File: src/rtl/tap_controller_if.sv
// rtl/tap_controller_if.sv - TAP controller mode-select input and state-decode strobes (StateOut present when TAP_STATE_DEBUG_EN is defined)
interface tap_controller_if;
  logic       TMS;
  logic       CaptureDR;
  logic       ShiftDR;
  logic       UpdateDR;
  logic       ClockDR;
  logic       CaptureIR;
  logic       ShiftIR;
  logic       UpdateIR;
  logic       ClockIR;
  logic       Select;
  logic       Enable;
  logic       TestReset;
`ifdef TAP_STATE_DEBUG_EN
  logic [3:0] StateOut;
`endif

  // Test-access side: drives TMS, observes the decoded strobes
  modport master (
`ifdef TAP_STATE_DEBUG_EN
    input  StateOut,
`endif
    output TMS,
    input  CaptureDR, ShiftDR, UpdateDR, ClockDR,
    input  CaptureIR, ShiftIR, UpdateIR, ClockIR,
    input  Select, Enable, TestReset
  );

  // Controller side
  modport slave (
`ifdef TAP_STATE_DEBUG_EN
    output StateOut,
`endif
    input  TMS,
    output CaptureDR, ShiftDR, UpdateDR, ClockDR,
    output CaptureIR, ShiftIR, UpdateIR, ClockIR,
    output Select, Enable, TestReset
  );
endinterface

File: src/rtl/tap_controller.sv
// rtl/tap_controller.sv - IEEE 1149.1 TAP state machine with Moore-decoded strobes; TAP_STATE_DEBUG_EN adds StateOut
module tap_controller (
  input  logic             TCK,
  input  logic             Reset,
  tap_controller_if.slave  tap
);

  typedef enum logic [3:0] {
    S_EX2_DR = 4'h0,
    S_EX1_DR = 4'h1,
    S_SH_DR  = 4'h2,
    S_PAU_DR = 4'h3,
    S_SEL_IR = 4'h4,
    S_UPD_DR = 4'h5,
    S_CAP_DR = 4'h6,
    S_SEL_DR = 4'h7,
    S_EX2_IR = 4'h8,
    S_EX1_IR = 4'h9,
    S_SH_IR  = 4'hA,
    S_PAU_IR = 4'hB,
    S_RTI    = 4'hC,
    S_UPD_IR = 4'hD,
    S_CAP_IR = 4'hE,
    S_TLR    = 4'hF
  } tap_state_t;

  tap_state_t state;
  tap_state_t next_state;

  // State register; reset wins over any TMS-driven move, even mid-shift
  always_ff @(posedge TCK) begin
    if (Reset) state <= S_TLR;
    else       state <= next_state;
  end

  // Next-state: standard TAP graph, any upset encoding falls back to TLR
  always_comb begin
    next_state = S_TLR;
    case (state)
      S_TLR:    next_state = tap.TMS ? S_TLR    : S_RTI;
      S_RTI:    next_state = tap.TMS ? S_SEL_DR : S_RTI;
      S_SEL_DR: next_state = tap.TMS ? S_SEL_IR : S_CAP_DR;
      S_CAP_DR: next_state = tap.TMS ? S_EX1_DR : S_SH_DR;
      S_SH_DR:  next_state = tap.TMS ? S_EX1_DR : S_SH_DR;
      S_EX1_DR: next_state = tap.TMS ? S_UPD_DR : S_PAU_DR;
      S_PAU_DR: next_state = tap.TMS ? S_EX2_DR : S_PAU_DR;
      S_EX2_DR: next_state = tap.TMS ? S_UPD_DR : S_SH_DR;
      S_UPD_DR: next_state = tap.TMS ? S_SEL_DR : S_RTI;
      S_SEL_IR: next_state = tap.TMS ? S_TLR    : S_CAP_IR;
      S_CAP_IR: next_state = tap.TMS ? S_EX1_IR : S_SH_IR;
      S_SH_IR:  next_state = tap.TMS ? S_EX1_IR : S_SH_IR;
      S_EX1_IR: next_state = tap.TMS ? S_UPD_IR : S_PAU_IR;
      S_PAU_IR: next_state = tap.TMS ? S_EX2_IR : S_PAU_IR;
      S_EX2_IR: next_state = tap.TMS ? S_UPD_IR : S_SH_IR;
      S_UPD_IR: next_state = tap.TMS ? S_SEL_DR : S_RTI;
      default:  next_state = S_TLR;
    endcase
  end

  // Output decode from the state register only, so TMS never reaches a strobe
  always_comb begin
    tap.CaptureDR = (state == S_CAP_DR);
    tap.ShiftDR   = (state == S_SH_DR);
    tap.UpdateDR  = (state == S_UPD_DR);
    tap.ClockDR   = (state == S_CAP_DR) || (state == S_SH_DR);
    tap.CaptureIR = (state == S_CAP_IR);
    tap.ShiftIR   = (state == S_SH_IR);
    tap.UpdateIR  = (state == S_UPD_IR);
    tap.ClockIR   = (state == S_CAP_IR) || (state == S_SH_IR);
    tap.Select    = (state == S_SEL_IR) || (state == S_CAP_IR) ||
                    (state == S_SH_IR)  || (state == S_EX1_IR) ||
                    (state == S_PAU_IR) || (state == S_EX2_IR) ||
                    (state == S_UPD_IR);
    tap.Enable    = (state == S_SH_DR) || (state == S_SH_IR);
    tap.TestReset = (state == S_TLR);
  end

`ifdef TAP_STATE_DEBUG_EN
  assign tap.StateOut = state;
`else
  // No state observation port in this build
`endif

endmodule
File: src/flat_wrapper.sv
// flat-port wrapper written by rule: the top's interface ports become plain ports
module tap_controller_flat 
  (TCK, Reset, tap_TMS, tap_CaptureDR, tap_ShiftDR, tap_UpdateDR, tap_ClockDR, tap_CaptureIR, tap_ShiftIR, tap_UpdateIR, tap_ClockIR, tap_Select, tap_Enable, tap_TestReset);
  tap_controller_if tap_i ();
  input  logic TCK;
  input  logic Reset;
  input wire logic [$bits(tap_i.TMS)-1:0] tap_TMS;
  output wire logic [$bits(tap_i.CaptureDR)-1:0] tap_CaptureDR;
  output wire logic [$bits(tap_i.ShiftDR)-1:0] tap_ShiftDR;
  output wire logic [$bits(tap_i.UpdateDR)-1:0] tap_UpdateDR;
  output wire logic [$bits(tap_i.ClockDR)-1:0] tap_ClockDR;
  output wire logic [$bits(tap_i.CaptureIR)-1:0] tap_CaptureIR;
  output wire logic [$bits(tap_i.ShiftIR)-1:0] tap_ShiftIR;
  output wire logic [$bits(tap_i.UpdateIR)-1:0] tap_UpdateIR;
  output wire logic [$bits(tap_i.ClockIR)-1:0] tap_ClockIR;
  output wire logic [$bits(tap_i.Select)-1:0] tap_Select;
  output wire logic [$bits(tap_i.Enable)-1:0] tap_Enable;
  output wire logic [$bits(tap_i.TestReset)-1:0] tap_TestReset;
  assign tap_i.TMS = tap_TMS;
  assign tap_CaptureDR = tap_i.CaptureDR;
  assign tap_ShiftDR = tap_i.ShiftDR;
  assign tap_UpdateDR = tap_i.UpdateDR;
  assign tap_ClockDR = tap_i.ClockDR;
  assign tap_CaptureIR = tap_i.CaptureIR;
  assign tap_ShiftIR = tap_i.ShiftIR;
  assign tap_UpdateIR = tap_i.UpdateIR;
  assign tap_ClockIR = tap_i.ClockIR;
  assign tap_Select = tap_i.Select;
  assign tap_Enable = tap_i.Enable;
  assign tap_TestReset = tap_i.TestReset;
  tap_controller u_core (.TCK(TCK), .Reset(Reset), .tap(tap_i));
endmodule
File: config.mk
export PLATFORM = sky130hd
export DESIGN_NAME = tap_controller_flat
export DESIGN_NICKNAME = d
export VERILOG_FILES = /design/src/rtl/tap_controller_if.sv /design/src/rtl/tap_controller.sv /design/src/flat_wrapper.sv
export SDC_FILE = /design/constraint.sdc
export NUM_CORES = 1
export LEC_CHECK = 0
export CORE_AREA = 2 2 39 41
export CTS_CLUSTER_DIAMETER = 120
export DETAILED_ROUTE_END_ITERATION = 10
export DIE_AREA = 0 0 41 43
export GPL_TIMING_DRIVEN = 1
export PLACE_DENSITY = 0.53
export SYNTH_ARGS = -nofsm -noshare
export SYNTH_HDL_FRONTEND = slang
export SYNTH_SLANG_ARGS = --single-unit
File: constraint.sdc
create_clock -name TCK -period 1.5 [get_ports TCK]
set_input_delay 0.3 -clock TCK [delete_from_list [all_inputs] [get_ports TCK]]
set_output_delay 0.3 -clock TCK [all_outputs]
set_load 0.02 [all_outputs]
# [Word level (Yosys, flattened, before mapping)]
# Cells that the tools add are included.
[totals] word_cells=42 output_inout_bits=11 register_bits=4
[classes] reduce_logical=13 mux=13 eq_ne=15
[op_table] operator="$pmux 4 s12" n=1
[op_table] operator="$eq 4x4->1 const B" n=8
[op_table] operator="$eq 4x3->1 const B" n=4
[op_table] operator="$mux 2" n=6
[op_table] operator="$mux 3" n=4
[op_table] operator="$logic_or 1x1->1" n=9
[op_table] operator="$eq 4x2->1 const B" n=2
[op_table] operator="$eq 4x1->1 const B" n=1
[op_table] operator="$logic_not 4->1" n=1
[op_table] operator="$mux 4" n=1
[op_table] operator="$reduce_or 2->1" n=2
[op_table] operator="$reduce_or 3->1" n=1
[op_table] operator="$mux 1" n=1

# [Logic depth before layout (Yosys ltp)]
# Gate-level depths: netlist of the first run.
[depth] ltp_word=7 mapped_depth=5 ltp_nobuf=3

# [Worst setup path before layout of the first run]
# No wires, ideal clock.
[synth_path] kind="register to output" from="register u_core.state[1]" to="output port tap_ShiftDR" slack_ps=94 stages_incl_launch_ff=5 path_buffers=2 arrival_time_ps=1106 required_time_ps=1200 cell_sequence="dfxtp_1 > buf_2 > nand2b_1 > buf_6 > nor3_1"
[synth_between] elab_chain_len=1
[synth_lines] item="start, declared" line_no="tap_controller.sv:27" rtl="tap_state_t state;"
[synth_lines] item="start signal, assigned" line_no="tap_controller.sv:33" rtl="else state <= next_state;"
[synth_lines] item="$eq 4x2->1" line_no="tap_controller.sv:63" rtl="tap.ShiftDR = (state == S_SH_DR);"
[synth_lines] item="end, declared" line_no="flat_wrapper.sv:9" rtl="output wire logic [$bits(tap_i.ShiftDR)-1:0] tap_ShiftDR;"
# No other way between the ends.

# [Final worst setup path of the first run]
[layout_path] from="register u_core.state[3]" to="output port tap_Select"
[layout_between] elab_chain_len=7
[layout_lines] item="$eq 4x3->1 or $eq 4x4->1 (tied branches)" line_no="tap_controller.sv:70" rtl="tap.Select = (state == S_SEL_IR) || (state == S_CAP_IR) ||"
[layout_lines] item="$logic_or 1x1->1 (2 in a row)" line_no="tap_controller.sv:70"
[layout_lines] item="$logic_or 1x1->1 (2 in a row)" line_no="tap_controller.sv:71" rtl="(state == S_SH_IR) || (state == S_EX1_IR) ||"
[layout_lines] item="$logic_or 1x1->1" line_no="tap_controller.sv:72" rtl="(state == S_PAU_IR) || (state == S_EX2_IR) ||"
[layout_lines] item="$logic_or 1x1->1 *" line_no="tap_controller.sv:72"
[layout_lines] item="end, declared" line_no="flat_wrapper.sv:16" rtl="output wire logic [$bits(tap_i.Select)-1:0] tap_Select;"
# Every way passes the cells marked *; elsewhere a longest branch is shown, timed or not.

==> summary.txt, run 1 <==
Status
  – Status: completed

GRT
  – Total GRT Usage: 0.125
  – Grt ovf: 0
  – Vias in the first global route: 364
  – First-pass GRT wire length: 1480 um
  – Largest net degree at the start of global routing: 9
  – Initial antenna violation count: 0

Yosys
  – Netlist cell types: 19
  – Sequential share of the synthesized area: 0.267
  – Synth Area in Simple Gates: 0.442
  – Mux contribution to synthesized area: 0
  – Synthesized area per cell: 6.82 um^2
  – Top-count cell post-synth: nor2_1
  – Post-synthesis register bit count: 4
  – Yosys warns: 0
  – Mapped Cells: 44
  – Main combinational cell family by area after synthesis: simple AND/OR/NAND/NOR gates
  – Post-synthesis compound-gate area fraction: 0.208
  – Post-synth EDFFs: 0
  – Top FF cell, synth: dfxtp_1
  – Synth Area in XOR/XNOR: 0
  – Synth Area in Adders: 0
  – Yosys top cell by area: dfxtp_1
  – Syn Std Cell Area: 300 um^2
  – Mapped Nets: 47
  – Async set-reset flop share out of synthesis: 0
  – Top area cells in the synthesized netlist: dfxtp_1, nor2_1, nand2b_1
  – Synth cell count leaders: nor2_1, a21oi_1, dfxtp_1, nand2_1, nand2b_1
  – Post-synth top area share: 0.267

Die
  – Height of the die: 43 um
  – Die span in x: 41 um
  – I/O pins: 14
  – Num rows: 14
  – Core ar.: 0.00138 mm^2
  – Die area: 0.00176 mm^2
  – Starting Density: 0.217

Power and ir drop
  – Power share of the sequential group: 0.254
  – Sw power: 192 uW
  – Sw frac: 0.348
  – P per Cell Area: 951 mW/mm^2
  – Cell Int Power: 358 uW
  – Clk pwr share: 0.247
  – Peak supply drop: 0.000372 V
  – Final Power: 550 uW
  – Gate power share: 0.499
  – Leakage power total: 0.296 nW

STA
  – Maximum clock rate: 0.687 GHz
  – Layout Skew: 0.00297 ns
  – Final setup viols: 0
  – Worst Tran Pin Value: 0.202 ns
  – Hold slack: 0.694 ns
  – Final Max Tran Viols: 0
  – Max_slew headroom: 0.866
  – Period utilization: 0.971
  – RSZ-0062 raised after global routing: yes
  – Setup Total Neg Slack: 0 ns
  – Final Hold Violating Endpoints: 0
  – Final min period: 1.46 ns

Hold path
  – Hold EP: u_core.state[1]$_SDFF_PP1_
  – WHS Path Cells: 2
  – Hold wc startpoint: Reset
  – HP Class: in2reg

Cells and area
  – Layout cells sized above 1: 0.486
  – Max reg flops: 4
  – Design area: 578 um^2
  – Fillers: 159
  – Largest reg by FF count: u_core.state
  – ANT cells: 0
  – Final Net Count: 79
  – Top flop regs: u_core.state (4)
  – Area delta synth->final: 92.5%

Placement
  – Dpl hpwl: 689 um
  – Placed instance area: 542 um^2
  – Placer Congestion: 0.744
  – Count of buffers from port buffering: 13

Setup path
  – Setup Crit Path Kind: reg2out
  – Worst setup SP type: flip-flop
  – R2R depth: 5
  – Reg2reg start: u_core.state[2]$_SDFF_PP1_
  – Crit. End Element: output pin
  – CP cell instances: nand2b_4 -> o21a_1 -> o21bai_1 -> buf_4
  – Reg-to-reg endpoint: u_core.state[1]$_SDFF_PP1_
  – Slowest stage delay, CP: 0.35 ns
  – Data arrival time of the worst path: 1.16 ns
  – Worst Path Max Fanout: 6
  – CP Launch Point: u_core.state[3]$_SDFF_PP1_
  – Slowest CP cell: dfxtp_4
  – R2R setup slack: 0.05 ns
  – CP required: 1.20 ns

Clocking
  – Sink Count: 4
  – CTS HTree Levels: 1
  – Total CTS buffers: 3
  – Worst-path clk slew: 0.04 ns
  – Root Buffer: clkbuf_4
  – Max Buffers Root-to-Sink: 2
  – CTS tree: yes
  – CTS Hold Bufs: 0
  – Worst-Skew Late Latency: 0.23 ns

Route
  – DRC violations left: 0
  – Vias per cell: 4.44
  – Iteration-0 DRC Markers: 4
  – First-pass DRT Iterations: 4
  – Post-DRT Antenna Nets: 0
  – Via count: 400
  – Routed WL: 905 um
  – Avg WL per Cell: 10.1 um

Flow run
  – Max-cap viol count: 0
[layout by cell type (no fill, tap or decap)]
cell type / synthesis / final
or2b_1: 1 / 1
or4_1: 1 / 1
buf_2: 2 / 5
buf_6: 1 / 2
o21a_1: 1 / 1
clkdlybuf4s15_1: 0 / 2
nor3b_1: 1 / 1
clkbuf_4: 0 / 3
nor2b_1: 2 / 2
clkdlybuf4s15_2: 0 / 1
a211o_1: 2 / 2
nand2b_1: 4 / 2
or3b_2: 1 / 1
dfxtp_4: 0 / 1
a21oi_1: 4 / 4
nor3_1: 2 / 2
nand2_1: 4 / 4
buf_4: 0 / 18
nor2_1: 9 / 9
inv_1: 1 / 1
o21bai_1: 1 / 1
o21ai_0: 2 / 2
clkdlybuf4s50_1: 0 / 2
nand3_1: 1 / 1
nand2b_4: 0 / 2
dfxtp_2: 0 / 3
[power by group through the flow]
stage	logic, mW	registers (mW)	clock network, mW
floorplan	0.139	0.132	0
CTS	0.257	0.133	0.142
global route	0.301	0.142	0.152
detailed placement	0.276	0.133	0
finish	0.274	0.139	0.136
global placement	0.276	0.133	0
[metal layers]
metal / wire [um] / share of wire / global-route usage / vias up
met5: 0 / 0 / 0 / -
met4: 10 / 0.011 / 0.0800 / 0
met3: 57 / 0.063 / 0.0314 / 2
met2: 456 / 0.50 / 0.200 / 10
met1: 381 / 0.42 / 0.136 / 178
li1: - / - / - / 210
[worst max path at each step]
stage                        endpoint  slack (ns)  cells after the start
after detailed placement   tap_Select       -0.23                      4
after global placement     tap_Select       -0.22                      4
final                      tap_Select        0.04                      4
after floorplan           tap_ShiftDR        0.09                      4
after CTS                  tap_Select       0.004                      4
after global routing       tap_Select       -0.03                      4
[worst max-delay path: cells and delay by family (launching register included)]
| family | cells | cell delay [ns] |
|---|---|---|
| AND/OR/NAND/NOR | 1 | 0.14 |
| AO/OA/AOI/OAI | 2 | 0.28 |
| flip-flops | 1 | 0.35 |
| buffers and inverters | 1 | 0.15 |
[layout make-up]
cell class | count | area [um^2] | share of cell area
Tap cell | 16 | 20.0 | 0.0346
Sequential cell | 4 | 87.6 | 0.152
Multi-Input combinational cell | 36 | 210 | 0.364
Inverter | 1 | 3.75 | 0.00649
Clock buffer | 3 | 22.5 | 0.0390
Timing Repair Buffer | 30 | 234 | 0.405
[kinds of logic after synthesis]
logic type             after synthesis
AOI/OAI and AO/OA                   10
buffers and inverters                4
DFF                                  4
and+or+nand+nor                     26
[per-stage QoR]
step	util	cells	setup slack, ns
after floorplan	-	44	0.0936
after global placement	0.392	85	-0.223
after detailed placement	0.392	85	-0.226
after CTS	0.384	88	0.00444
after global routing	0.418	90	-0.0287
final	0.418	90	0.0439
[timing repair]
action	CTS	global route
buffers inserted	0	2
setup endpoints to repair	11	9
gates resized for setup	44	10
pin swaps	0	1
(Power assumes the default switching activity.)
==> inputs of run 2 (changes only) <==
--- a/config.mk
+++ b/config.mk
@@ -5,6 +5,7 @@
 export SDC_FILE = /design/constraint.sdc
 export NUM_CORES = 1
 export LEC_CHECK = 0
+export CAP_MARGIN = 20
 export CORE_AREA = 2 2 39 41
 export CTS_CLUSTER_DIAMETER = 120
 export DETAILED_ROUTE_END_ITERATION = 10
==> results of run 2 <==
No change in the layout: final DEF, timing and power equal those of run 1.
